$ cat src/rtl/cp0_intc_pkg.sv
// Shared CP0 interrupt/timer constants: register addresses {rd, sel}, IntCtl fields, vector bases.
package cp0_intc_pkg;

    localparam logic [7:0] CP0_COUNT    = {5'd9,  3'd0};
    localparam logic [7:0] CP0_COMPARE  = {5'd11, 3'd0};
    localparam logic [7:0] CP0_INTCTL   = {5'd12, 3'd1};
    localparam logic [7:0] CP0_EDGECFG  = {5'd22, 3'd0};
    localparam logic [7:0] CP0_EDGEPEND = {5'd22, 3'd1};

    localparam int unsigned INTCTL_IPTI_HI = 31;
    localparam int unsigned INTCTL_IPTI_LO = 29;
    localparam int unsigned INTCTL_VS_HI   = 9;
    localparam int unsigned INTCTL_VS_LO   = 5;

    localparam logic [11:0] VEC_GENERAL = 12'h180;
    localparam logic [11:0] VEC_IRQ     = 12'h200;

endpackage

$ cat src/rtl/cp0_intc_if.sv
// CP0 register access bus between the CP0 register file (master) and cp0_intc (slave).
interface cp0_intc_if;
    logic        mtc0;
    logic [31:0] mtc0_data;
    logic [7:0]  addr;
    logic [31:0] mfc0_data;
    logic        hit;

    modport master (output mtc0, mtc0_data, addr, input  mfc0_data, hit);
    modport slave  (input  mtc0, mtc0_data, addr, output mfc0_data, hit);
endinterface

$ cat src/rtl/cp0_int_sync.sv
// Per-line input capture plus rising-edge detect. CP0_INTC_SYNC_EN selects a 2-flop
// synchroniser; otherwise a single sampling register is used for already-synchronous inputs.
module cp0_int_sync #(
    parameter int unsigned W = 6
) (
    input  logic         clk,
    input  logic         resetn,
    input  logic [W-1:0] int_in,
    output logic [W-1:0] s,
    output logic [W-1:0] rise_c
);
    logic [W-1:0] s_q;
    logic [W-1:0] prev_q;

`ifdef CP0_INTC_SYNC_EN
    logic [W-1:0] meta_q;

    always_ff @(posedge clk or negedge resetn) begin
        if (!resetn) begin
            meta_q <= '0;
            s_q    <= '0;
        end else begin
            meta_q <= int_in;
            s_q    <= meta_q;
        end
    end
`else
    always_ff @(posedge clk or negedge resetn) begin
        if (!resetn) s_q <= '0;
        else         s_q <= int_in;
    end
`endif

    always_ff @(posedge clk or negedge resetn) begin
        if (!resetn) prev_q <= '0;
        else         prev_q <= s_q;
    end

    assign s      = s_q;
    assign rise_c = s_q & ~prev_q;
endmodule

$ cat src/rtl/cp0_intc.sv
// CP0 Count/Compare timer, IntCtl, edge/level external interrupts, priority and VI vector offset.
// Build option CP0_INTC_SYNC_EN adds a 2-flop synchroniser on int_in (3-cycle instead of 2-cycle latency).
module cp0_intc
    import cp0_intc_pkg::*;
#(
    parameter int unsigned HW_INTS   = 6,
    parameter int unsigned COUNT_DIV = 2,
    parameter int unsigned TI_LINE   = 7
) (
    input  logic               clk,
    input  logic               resetn,
    cp0_intc_if.slave          bus,
    input  logic [HW_INTS-1:0] int_in,
    input  logic [7:0]         status_im,
    input  logic               status_ie,
    input  logic               status_exl,
    input  logic               status_erl,
    input  logic               cause_iv,
    input  logic [1:0]         ip_sw,
    output logic [7:0]         ip,
    output logic               timer_int,
    output logic               int_sig,
    output logic [2:0]         int_vec,
    output logic [11:0]        vec_off
);
    localparam int unsigned      PRE_W    = (COUNT_DIV > 1) ? $clog2(COUNT_DIV) : 1;
    localparam logic [PRE_W-1:0] PRE_LAST = PRE_W'(COUNT_DIV - 1);

    logic [PRE_W-1:0]   pre_q, pre_d;
    logic [31:0]        count_q, count_d, compare_q, compare_d;
    logic               timer_q, timer_d, block_q, block_d;
    logic [4:0]         vs_q, vs_d;
    logic [HW_INTS-1:0] cfg_q, cfg_d, pend_q, pend_d, clr_mask;
    logic [HW_INTS-1:0] sync_s, sync_rise;
    logic [7:0]         ip_q, ip_d, pend_c;
    logic [11:0]        vs_span;
    logic [31:0]        rd_data;
    logic               rd_hit;
    logic               wr_count, wr_compare, wr_intctl, wr_cfg, wr_pend;

    cp0_int_sync #(.W(HW_INTS)) u_sync (
        .clk    (clk),
        .resetn (resetn),
        .int_in (int_in),
        .s      (sync_s),
        .rise_c (sync_rise)
    );

    assign wr_count   = bus.mtc0 && (bus.addr == CP0_COUNT);
    assign wr_compare = bus.mtc0 && (bus.addr == CP0_COMPARE);
    assign wr_intctl  = bus.mtc0 && (bus.addr == CP0_INTCTL);
    assign wr_cfg     = bus.mtc0 && (bus.addr == CP0_EDGECFG);
    assign wr_pend    = bus.mtc0 && (bus.addr == CP0_EDGEPEND);
    assign clr_mask   = wr_pend ? bus.mtc0_data[HW_INTS-1:0] : '0;

    // Next state; a Count write beats an increment, a Compare write beats a match.
    always_comb begin
        pre_d     = (pre_q == PRE_LAST) ? '0 : PRE_W'(pre_q + PRE_W'(1));
        count_d   = count_q + 32'(pre_q == PRE_LAST);
        compare_d = compare_q;
        vs_d      = vs_q;
        cfg_d     = cfg_q;
        timer_d   = timer_q;
        block_d   = block_q;
        if (wr_count) begin
            count_d = bus.mtc0_data;
            pre_d   = '0;
        end
        if (wr_compare)   compare_d = bus.mtc0_data;
        if (wr_intctl)    vs_d      = bus.mtc0_data[INTCTL_VS_HI:INTCTL_VS_LO];
        if (wr_cfg)       cfg_d     = bus.mtc0_data[HW_INTS-1:0];
        // block_q stops a freshly cleared timer re-raising until Count moves off the match value
        if (wr_compare)                                  timer_d = 1'b0;
        else if ((count_q == compare_q) && !block_q)     timer_d = 1'b1;
        if (wr_compare)                                  block_d = 1'b1;
        else if (count_d != count_q)                     block_d = 1'b0;
        pend_d = (pend_q & ~clr_mask) | (sync_rise & cfg_q);
        ip_d      = '0;
        ip_d[1:0] = ip_sw;
        for (int i = 0; i < int'(HW_INTS); i++) begin
            ip_d[i+2] = cfg_q[i] ? pend_d[i] : sync_s[i];
        end
        ip_d[TI_LINE] = ip_d[TI_LINE] | timer_d;
    end

    always_ff @(posedge clk or negedge resetn) begin
        if (!resetn) begin
            pre_q     <= '0;
            count_q   <= '0;
            compare_q <= '0;
            timer_q   <= 1'b0;
            block_q   <= 1'b0;
            vs_q      <= '0;
            cfg_q     <= '0;
            pend_q    <= '0;
            ip_q      <= '0;
        end else begin
            pre_q     <= pre_d;
            count_q   <= count_d;
            compare_q <= compare_d;
            timer_q   <= timer_d;
            block_q   <= block_d;
            vs_q      <= vs_d;
            cfg_q     <= cfg_d;
            pend_q    <= pend_d;
            ip_q      <= ip_d;
        end
    end

    // Masked request, priority encode (IP7 highest) and VI offset.
    always_comb begin
        pend_c  = ip_q & status_im;
        int_sig = (|pend_c) && status_ie && !status_exl && !status_erl;
        int_vec = '0;
        for (int i = 0; i < 8; i++) begin
            if (pend_c[i]) int_vec = 3'(i);
        end
        vs_span = 12'({vs_q, 5'b0});
        if (!cause_iv)        vec_off = VEC_GENERAL;
        else if (vs_q == '0)  vec_off = VEC_IRQ;
        else                  vec_off = VEC_IRQ + 12'(int_vec) * vs_span;
    end

    always_comb begin
        rd_data = '0;
        rd_hit  = 1'b1;
        case (bus.addr)
            CP0_COUNT:    rd_data = count_q;
            CP0_COMPARE:  rd_data = compare_q;
            CP0_INTCTL: begin
                rd_data[INTCTL_IPTI_HI:INTCTL_IPTI_LO] = 3'(TI_LINE);
                rd_data[INTCTL_VS_HI:INTCTL_VS_LO]     = vs_q;
            end
            CP0_EDGECFG:  rd_data = 32'(cfg_q);
            CP0_EDGEPEND: rd_data = 32'(pend_q);
            default:      rd_hit  = 1'b0;
        endcase
    end

    assign bus.mfc0_data = rd_data;
    assign bus.hit       = rd_hit;
    assign ip            = ip_q;
    assign timer_int     = timer_q;
endmodule

$ cat src/flat_wrapper.sv
// flat-port wrapper written by rule: the top's interface ports become plain ports
module cp0_intc_flat import cp0_intc_pkg::*;
#(
    parameter int unsigned HW_INTS   = 6,
    parameter int unsigned COUNT_DIV = 2,
    parameter int unsigned TI_LINE   = 7
)
  (clk, resetn, int_in, status_im, status_ie, status_exl, status_erl, cause_iv, ip_sw, ip, timer_int, int_sig, int_vec, vec_off, bus_mtc0, bus_mtc0_data, bus_addr, bus_mfc0_data, bus_hit);
  cp0_intc_if bus_i ();
  input  logic clk;
  input  logic resetn;
  input  logic [HW_INTS-1:0] int_in;
  input  logic [7:0] status_im;
  input  logic status_ie;
  input  logic status_exl;
  input  logic status_erl;
  input  logic cause_iv;
  input  logic [1:0] ip_sw;
  output logic [7:0] ip;
  output logic timer_int;
  output logic int_sig;
  output logic [2:0] int_vec;
  output logic [11:0] vec_off;
  input wire logic [$bits(bus_i.mtc0)-1:0] bus_mtc0;
  input wire logic [$bits(bus_i.mtc0_data)-1:0] bus_mtc0_data;
  input wire logic [$bits(bus_i.addr)-1:0] bus_addr;
  output wire logic [$bits(bus_i.mfc0_data)-1:0] bus_mfc0_data;
  output wire logic [$bits(bus_i.hit)-1:0] bus_hit;
  assign bus_i.mtc0 = bus_mtc0;
  assign bus_i.mtc0_data = bus_mtc0_data;
  assign bus_i.addr = bus_addr;
  assign bus_mfc0_data = bus_i.mfc0_data;
  assign bus_hit = bus_i.hit;
  cp0_intc #(.HW_INTS(HW_INTS), .COUNT_DIV(COUNT_DIV), .TI_LINE(TI_LINE)) u_core (.clk(clk), .resetn(resetn), .bus(bus_i), .int_in(int_in), .status_im(status_im), .status_ie(status_ie), .status_exl(status_exl), .status_erl(status_erl), .cause_iv(cause_iv), .ip_sw(ip_sw), .ip(ip), .timer_int(timer_int), .int_sig(int_sig), .int_vec(int_vec), .vec_off(vec_off));
endmodule
$ cat config.mk
export PLATFORM = sky130hd
export DESIGN_NAME = cp0_intc_flat
export DESIGN_NICKNAME = d
export VERILOG_FILES = /design/src/rtl/cp0_intc_pkg.sv /design/src/rtl/cp0_intc_if.sv /design/src/rtl/cp0_int_sync.sv /design/src/rtl/cp0_intc.sv /design/src/flat_wrapper.sv
export SDC_FILE = /design/constraint.sdc
export NUM_CORES = 1
export LEC_CHECK = 0
export ABC_AREA = 1
export CAP_MARGIN = 25
export CORE_ASPECT_RATIO = 1.4
export CORE_MARGIN = 1.5
export CORE_UTILIZATION = 40
export DETAILED_ROUTE_END_ITERATION = 8
export PLACE_DENSITY = 0.64
export SLEW_MARGIN = 10
export SYNTH_ARGS = -nofsm -noshare
export SYNTH_HDL_FRONTEND = slang
export SYNTH_SLANG_ARGS = --single-unit
$ cat constraint.sdc
create_clock -name clk -period 5.03 [get_ports clk]
set_input_delay 1.006 -clock clk [delete_from_list [all_inputs] [get_ports clk]]
set_output_delay 1.006 -clock clk [all_outputs]
set_load 0.01 [all_outputs]
**Yosys cells after proc, flatten, opt, wreduce, memory -nomap -nowiden**

Index checks and enable logic that the tools add are counted.

- Add/subtract/negate cells: 3
- $mul: 1
- Divide/modulo/power cells: 0
- Order comparisons: 0
- Equal/unequal tests: 7
- Shifts and indexed selects: 0
- Multiplexer cells: 28
- Bitwise logic cells: 8
- Reduce and logical (&&, ||, !) cells: 16

Operators by type and width:

| kind | count |
|---|---|
| $pmux 19 s2 | 1 |
| $add 32x1->32 | 1 |
| $eq 32x32->1 | 1 |
| $mux 32 | 1 |
| $ne 32x32->1 | 1 |
| $pmux 5 s5 | 1 |
| $eq 8x7->1 const B | 3 |
| $mux 12 | 2 |
| $pmux 5 s4 | 1 |
| $and 6x6->6 | 3 |
| $eq 8x8->1 const B | 2 |
| $mux 1 | 14 |
| $add 10x12->12 const A | 1 |
| $mux 3 | 4 |
| $not 6->6 | 2 |
| $logic_and 1x1->1 | 9 |
| $pmux 3 s3 | 1 |
| $and 8x8->8 | 1 |
| $reduce_or 8->1 | 1 |
| $mul 3x5->7 | 1 |
| $mux 6 | 1 |
| $or 6x6->6 | 1 |
| $logic_not 5->1 | 1 |
| $reduce_or 5->1 | 1 |
| other kinds (5) | 8 |

- Flip-flop bits (word level): 104
- Bits in latches: 0
- Bits in writable memories: 0
- ROM bits: 0
- Word-level logic and storage cells: 74
- Memories: 0

**Logic depth before layout (Yosys ltp)**

Gate-level depths: netlist (run 1).

- Word-level depth: 12
- Gate-level depth with buffers: 21
- Mapped depth without buffers: 21

**By module**

Synthesis (run 1) repeated with hierarchy kept, for this count alone.

- Cells, all modules: 1,038
- Area, all modules: 7,121.8 um2

Modules (own cells, without submodules):

| module | instances | cells each | area an instance (um2) |
|---|---|---|---|
| cp0_intc | 1 | 1,014 | 6,761.5 |
| cp0_int_sync | 1 | 24 | 360.3 |

**Worst setup path before layout (run 1)**

OpenSTA, ideal clock, no wires.

- Path type: input to output
- Start: input status_im[3]
- End: output vec_off[11]
- Arrival time: 3,696 ps
- Required time: 4,024 ps
- Setup slack: 328 ps
- Stages: 17
- Path buffers: 0
- Cells stage by stage: inv_1 o21ai_0 nand3_1 nand2_1 nand2_1 fa_1 inv_1 ha_1 inv_1 fa_1 xnor2_1 ha_1 xor2_1 xor2_1 xor2_1 inv_1 nor2_1

- Longest elaborated chain between the ends: 10

Ends and longest elaborated chain:

| what | RTL line | source |
|---|---|---|
| start, declared | flat_wrapper.sv:13 | `input logic [7:0] status_im;` |
| $and 8x8->8 | cp0_intc.sv:112 | `pend_c = ip_q & status_im;` |
| $mux 2 | cp0_intc.sv:116 | `if (pend_c[i]) int_vec = 3'(i);` |
| $mux 3 (4 in series) | cp0_intc.sv:116 |  |
| net int_vec[1] | flat_wrapper.sv:22 | `output logic [2:0] int_vec;` |
| $mul 3x5->7 | cp0_intc.sv:121 | `else vec_off = VEC_IRQ + 12'(int_vec) * vs_span;` |
| $add 10x12->12 | cp0_intc.sv:121 |  |
| $mux 12 | cp0_intc.sv:120 | `else if (vs_q == '0) vec_off = VEC_IRQ;` |
| $mux 12 | cp0_intc.sv:119 | `if (!cause_iv) vec_off = VEC_GENERAL;` |
| end, declared | flat_wrapper.sv:23 | `output logic [11:0] vec_off;` |

The timed path passes the listed nets, and every way through them passes these cells.

**Worst setup path after layout (run 1)**

- Start: input status_im[2]
- End: output vec_off[11]

- Longest elaborated chain between the ends: 11

Ends and longest elaborated chain:

| what | RTL line |
|---|---|
| $and 8x8->8 | cp0_intc.sv:112 |
| $mux 2 (2 in series) | cp0_intc.sv:116 |
| $mux 3 (4 in series) | cp0_intc.sv:116 |
| $mul 3x5->7 | cp0_intc.sv:121 |
| $add 10x12->12 | cp0_intc.sv:121 |
| $mux 12 | cp0_intc.sv:120 |
| $mux 12 | cp0_intc.sv:119 |

No other way between the ends.

==> results.yml, run 1 <==
power:
  power.leakage_nw: 4.567
  power.density_mw_per_mm2: 389.2
  combPwrFrac_pct: 46.7
  pwr-share-clk_pct: 19.9
  swShare_pct: 44.57
  ir_drop_uv: 166.0
  intPower_mw: 1.930
  p_sw_mw: 1.552
  finalPower_mw: 3.482
  power_frac_seq_pct: 33.4
routing:
  drt_first_pass_iters: 5
  drt-vias-per-instance: 4.977
  first_iter_violations: 366
  drc: 0
  routedWlPerCell_um: 14.64
  vias: 6938
  routed_wl_um: 20410
  ant_nets: 0
cells_and_area:
  final_net_count: 1229
  fillers: 1748
  drive_above_1_share_pct: 9.758
  antennaDiodeCount: 0
  area_growth_pct: 26.98
synth:
  yosys_warnings: 0
  synth_edf_count: 0
  synth.ff_latch_count: 104
  async_reset_ff_share_pct: 100.0
  synthCells: 1026
  synth_top_area_share_pct: 36.94
  synth_top_area_cell: "dfrtp_1"
  ys_types: 45
  synth_area_leaders: "dfrtp_1, nand2_1, inv_1"
  syn_area_mm2: 0.007046
  ys.flop_type: "dfrtp_1"
  ys_seq_area_share_pct: 36.94
  syn_avg_cell_area_um2: 6.867
die:
  die_h_um: 160.0
  fp.dieW_um: 115.2
  fp-row-count: 57
  io_pins: 121
  start_util_pct: 40.65
  coreArea_mm2: 0.01733
  die_area_mm2: 0.01843
clocking:
  numCtsBuffers: 9
  cts_sinks: 104
  htree_levels: 3
  cts-hold-fix-buffers: 0
  cts.path.max_buffers: 2
  cts_tree: "done"
  clk_pin_slew_ns: 0.07
  clockRootBuffer: "clkbuf_16"
  clk_latency_ns: 0.36
job:
  maxCapViolCount: 0
global_routing:
  antenna_found_initial: 0
  grt.total_usage_pct: 22.98
  grt_max_degree: 52
  grt_pass1_vias: 6818
  grt_pass1_wl_um: 33180
  grt.overflow.total: 0
critical_path:
  startpoint_type: "input pin"
  worstPathArrival_ns: 3.86
  crit_fanout: 3
  required_ns: 4.02
  end_kind: "output pin"
  crit_type: "in -> out"
timing:
  rsz0062_at_grt: "yes"
  setup_viol: 0
  slew_viol_final: 0
  hold_slack_ns: 0.3746
  maxSlewHeadroom_pct: 56.82
  tightest_slew_ns: 0.6453
  layout_min_cycle_time_ns: 4.863
  clock.fmax_ghz: 0.2056
  hold_violations: 0
  fin_crit_sh_pct: 96.68
  skew_ns: 0.007749
status:
  status: "finished clean"
place:
  dp_hpwl_um: 15530
  gp_congestion: 0.8273
  io_buffers: 115
worst_hold_path:
  min_path_type: "reg -> reg"
cell usage after synthesis, types with 7 or more instances:
library cell,count
ha_1,9
clkbuf_1,11
nand2_1,353
o211ai_1,18
inv_1,152
dfrtp_1,104
buf_2,8
o21ai_0,69
xor2_1,21
or2_2,8
nand3_1,55
o221ai_1,7
o22ai_1,26
nor3_1,8
nand4_1,14
nor2_4,9
nor2_1,73
kinds of logic (layout without fill, tap and decap cells):
logic type      after synthesis  after routing  share of synthesized area, %
compound gates              149            149                         13.02
xor+xnor                     26             26                         3.232
fa+ha+maj                    13             13                         2.735
buf+inv                     188            316                         10.60
flops                       104            104                         36.94
other cells                   1              5                       0.05323
simple gates                545            545                         33.42
through the flow:
step	setup slack (ns)	instances	area, um2	util (%)	setup TNS (ns)
CTS	0.001424	1392	8861	51.13	0
global route	-0.05203	1394	8946	51.62	-0.05375
floorplan	0.3277	1030	7061	-	0
global placement	-0.7123	1370	8498	49.04	-1.092
finish	0.1671	1394	8946	51.62	0
detailed placement	-0.8115	1370	8498	49.04	-1.286
worst max-delay path: stages:
cell	delay (ns)
clkbuf_2	0.08
nand2_2	0.04
buf_4	0.14
o21ai_4	0.06
nand3_2	0.09
nand2_2	0.09
buf_6	0.10
nand2_1	0.06
fa_1	0.51
buf_6	0.14
fa_2	0.40
xnor2_2	0.17
ha_2	0.22
xor2_2	0.14
xor2_1	0.18
xor2_1	0.17
inv_1	0.05
nor2_1	0.07
buf_2	0.13
cell type report:
type                    instances  area (um2)  area share [%]
inverters                     158       593.1           6.629
clock buffers                  10       229.0           2.559
multi-input cells             738        3834           42.85
well taps                     236       295.3           3.301
flip-flops and latches        104        2603           29.09
clock inverters                 6       52.55          0.5874
repair buffers                142        1340           14.98
worst paths after layout:
kind                                                    from                                end  slack, ns  cells after the start
worst max-delay path                            status_im[2]                        vec_off[11]       0.17                     19
worst min-delay path            u_core.u_sync.s[0]$_DFF_PN0_  u_core.u_sync.prev_q[0]$_DFF_PN0_       0.37                      0
worst max register to register   u_core.count_q[0]$_DFF_PN0_         u_core.block_q$_DFFE_PN0P_       2.51                     18
worst min register to register  u_core.u_sync.s[0]$_DFF_PN0_  u_core.u_sync.prev_q[0]$_DFF_PN0_       0.37                      0
max in group asynchronous                             resetn       u_core.count_q[30]$_DFF_PN0_       3.52                      2
min in group asynchronous                             resetn   u_core.compare_q[23]$_DFFE_PN0P_       0.64                      1
power groups by stage:
stage | Combinational [mW] | Clock [mW] | Sequential [mW]
6_report | 1.63 | 0.694 | 1.16
5_1_grt | 1.86 | 0.737 | 1.19
4_1_cts | 1.60 | 0.707 | 1.16
3_5_place_dp | 1.57 | 0 | 1.17
3_3_place_gp | 1.55 | 0 | 1.17
2_1_floorplan | 1.15 | 0 | 1.11
repair_timing:
item                                    CTS  global route
setup buffers                             6             2
endpoints found under the setup margin    4             3
pin swaps                                20            16
resized for setup                        32            25
metal layers:
| layer | wire [um] | vias up | GRT usage [%] |
|---|---|---|---|
| met1 | 8381 | 3247 | 26.85 |
| met2 | 10790 | 142 | 42.13 |
| met4 | 535 | 0 | 8.754 |
| met3 | 705 | 31 | 2.846 |
| li1 | - | 3518 | - |
| met5 | 0 | - | 0 |
cell usage in the layout, fill, tap and decap left out, types with 18 or more instances in the layout:
| master | instances |
|---|---|
| clkdlybuf4s50_1 | 106 |
| xor2_1 | 19 |
| dfrtp_1 | 104 |
| o211ai_1 | 18 |
| inv_1 | 147 |
| buf_4 | 25 |
| o22ai_1 | 26 |
| nand3_1 | 53 |
| nand2_1 | 341 |
| o21ai_0 | 67 |
| nor2_1 | 72 |
flip-flops by register name, indices dropped and copies added (netlist names):
register / cells
u_core.u_sync.prev_q: 6
u_core.pre_q: 1
u_core.compare_q: 32
u_core.timer_int: 1
u_core.u_sync.s: 6
u_core.cfg_q: 6
u_core.ip: 8
u_core.pend_q: 6
u_core.vs_q: 5
u_core.count_q: 32
u_core.block_q: 1
Note: power is estimated with default switching activity, not from simulation.
==> inputs of run 2 (changes only) <==
Settings changed: PLACE_DENSITY 0.64 to 0.67, SLEW_MARGIN 10 to 0.
Clock period 5.03 ns to 4.2 ns, I/O delays scaled along.
==> run 2 against run 1 <==
Effect of this change: the flow now finishes with violations (setup timing); non-clock buffer count is 4 higher; sequential share of layout area is 0.11 points lower; sequential power is 20% higher; clock power is 16% higher; cell area is 0.39% higher; wire length is 0.46% lower; largest power group unchanged; register-to-register slack worse by 0.78 ns; clock skew is 0.0067 ns higher; final cell count is 0.29% higher.
==> results.yml, run 2 (synthesis gave the netlist of run 1 again) <==
routing:
  drc: 0
  routedWlPerCell_um: 14.53
  drt-vias-per-instance: 5.018
  first_iter_violations: 329
  drt_first_pass_iters: 5
  ant_nets: 0
  vias: 7015
  routed_wl_um: 20320
clocking:
  cts.path.max_buffers: 2
  cts_sinks: 104
  cts_tree: "done"
  clk_pin_slew_ns: 0.07
  clockRootBuffer: "clkbuf_16"
  numCtsBuffers: 9
  clk_latency_ns: 0.36
  htree_levels: 3
status:
  status: "complete, but fails checks"
  violations: "setup timing"
timing:
  tightest_slew_ns: 0.7475
  layout_min_cycle_time_ns: 4.605
  setup_viol: 2
  skew_ns: 0.01445
  clock.fmax_ghz: 0.2172
  fin_crit_sh_pct: 109.6
  totalNegativeSetupSlack_ns: -0.5275
  slew_viol_final: 0
  rsz0062_at_grt: "yes"
  maxSlewHeadroom_pct: 50.16
  fin_ws_ns: -0.4050
  hold_violations: 0
die:
  die_area_mm2: 0.01843
  coreArea_mm2: 0.01733
  fp-row-count: 57
  io_pins: 121
  die_h_um: 160.0
  start_util_pct: 40.65
  fp.dieW_um: 115.2
critical_path:
  slowest_stage: "fa_1"
  path_cells: "buf_6, nand2_4, nand2_2, o21ai_2, nand2_1, nand2_1, nand2_1, nand2_2, nand2_2, fa_1, inv_1, ha_2, inv_2, fa_2, xnor2_2, ha_2, xor2_2, xor2_1, xor2_1, inv_1, nor2_2, buf_2"
  end_kind: "output pin"
  startpoint_type: "input pin"
  worstPathArrival_ns: 3.77
  slowest_delay_ns: 0.43
  path_delay_family: "adder cells"
  reg2reg_depth: 18
  crit_fanout: 3
  timing.rr.end: "u_core.block_q$_DFFE_PN0P_"
  crit_type: "in -> out"
  required_ns: 3.36
  r2r_slack_ns: 1.73
  path_buf_inv: 5
  reg2reg_from: "u_core.count_q[0]$_DFF_PN0_"
  crit_cells: 22
cells_and_area:
  ff_latch_area_mm2: 0.002603
  antennaDiodeCount: 0
  drive_above_1_share_pct: 10.50
  fillers: 1759
  final_common_cell: "nand2_1"
  final_cell_mix: "nand2_1, inv_1, dfrtp_1, clkdlybuf4s50_1, nor2_1"
  final_net_count: 1233
  multi_input_area_mm2: 0.003832
  area_growth_pct: 27.47
power:
  finalPower_mw: 4.143
  power.leakage_nw: 4.590
  swShare_pct: 44.34
  pwr-share-clk_pct: 19.5
  power.density_mw_per_mm2: 461.3
  ir_drop_uv: 251.5
  combPwrFrac_pct: 47.0
  p_sw_mw: 1.837
  power_frac_seq_pct: 33.5
  intPower_mw: 2.306
worst_hold_path:
  holdPathEnd: "u_core.u_sync.prev_q[2]$_DFF_PN0_"
  min_from: "u_core.u_sync.s[2]$_DFF_PN0_"
  min_path_cells: 0
  min_path_type: "reg -> reg"
place:
  io_buffers: 115
  place_ws_ns: -1.194
  dp_hpwl_um: 15510
  gp_congestion: 0.8645
global_routing:
  grt_pass1_vias: 6905
  grt_pass1_wl_um: 32870
  grt_max_degree: 57
  antenna_found_initial: 0
  grt.overflow.total: 0
  grt.total_usage_pct: 22.72
job:
  maxCapViolCount: 0
-- run 2: cell count changes in the layout (fill, tap and decap cells not counted), moves of 3 or more --
cell and change:
buf_4 +4, buf_2 +3, clkbuf_2 -3, clkdlybuf4s15_1 +3, clkdlybuf4s50_1 -3
-- run 2: worst max-delay path by stage --
stage                            start     endpoint  slack [ns]
after CTS                 status_im[2]  vec_off[11]       -0.39
after detailed placement  status_im[1]  vec_off[11]       -1.19
after floorplan           status_im[1]  vec_off[11]       -0.07
final                     status_im[2]  vec_off[11]       -0.41
after global placement    status_im[1]  vec_off[11]       -1.11
after global routing      status_im[2]  vec_off[11]       -0.58
-- run 2: power groups by stage --
stage | registers [mW] | clock network [mW] | logic (mW)
after global placement | 1.40 | 0 | 1.87
after CTS | 1.38 | 0.831 | 1.91
after global routing | 1.42 | 0.867 | 2.23
after detailed placement | 1.40 | 0 | 1.90
after floorplan | 1.33 | 0 | 1.39
final | 1.39 | 0.807 | 1.95
-- run 2: routing by layer --
metal  track usage [%]  vias to the layer above  wire (um)
met5                 0                        -          0
met4             10.66                        0        736
met3             2.619                       39        769
met2             41.67                      177      10640
met1             25.77                     3266       8172
li1                  -                     3533          -
-- run 2: timing repair --
| item | CTS | global route |
|---|---|---|
| hold buffers | 0 | 0 |
| pin swaps | 20 | 15 |
| resized for setup | 47 | 18 |
| buffers inserted | 5 | 2 |
| endpoints found under the setup margin | 4 | 4 |
-- run 2: worst register-to-register path, cell delays in order (launching register included) --
cell,delay (ns)
dfrtp_1,0.43
ha_1,0.25
ha_1,0.21
nand2_2,0.09
nor2_4,0.18
nand2_4,0.13
nor2_4,0.24
nand2_1,0.09
nand2_1,0.06
nand2_1,0.04
nand2_1,0.06
nand2_1,0.07
nand2_1,0.06
nand2_1,0.05
nor2_1,0.09
nand2_1,0.08
nor2_1,0.11
nand3_1,0.09
nand2_1,0.07
-- run 2: area by class of cell --
class / count / area share (%)
clock inverters: 6 / 0.4876
inverters: 158 / 6.604
repair buffers: 146 / 15.42
multi-input cells: 738 / 42.67
flip-flops and latches: 104 / 28.98
clock buffers: 10 / 2.549
well taps: 236 / 3.288
-- run 2: per-stage QoR --
stage / instance area [um2] / util [%] / std cells / hold WS (ns)
after floorplan: 7081 / - / 1030 / 0.3537
after global placement: 8568 / 49.44 / 1375 / 0.3565
after detailed placement: 8568 / 49.44 / 1375 / 0.3635
after CTS: 8907 / 51.40 / 1396 / 0.3748
after global routing: 8981 / 51.82 / 1398 / 0.3829
final: 8981 / 51.82 / 1398 / 0.3729
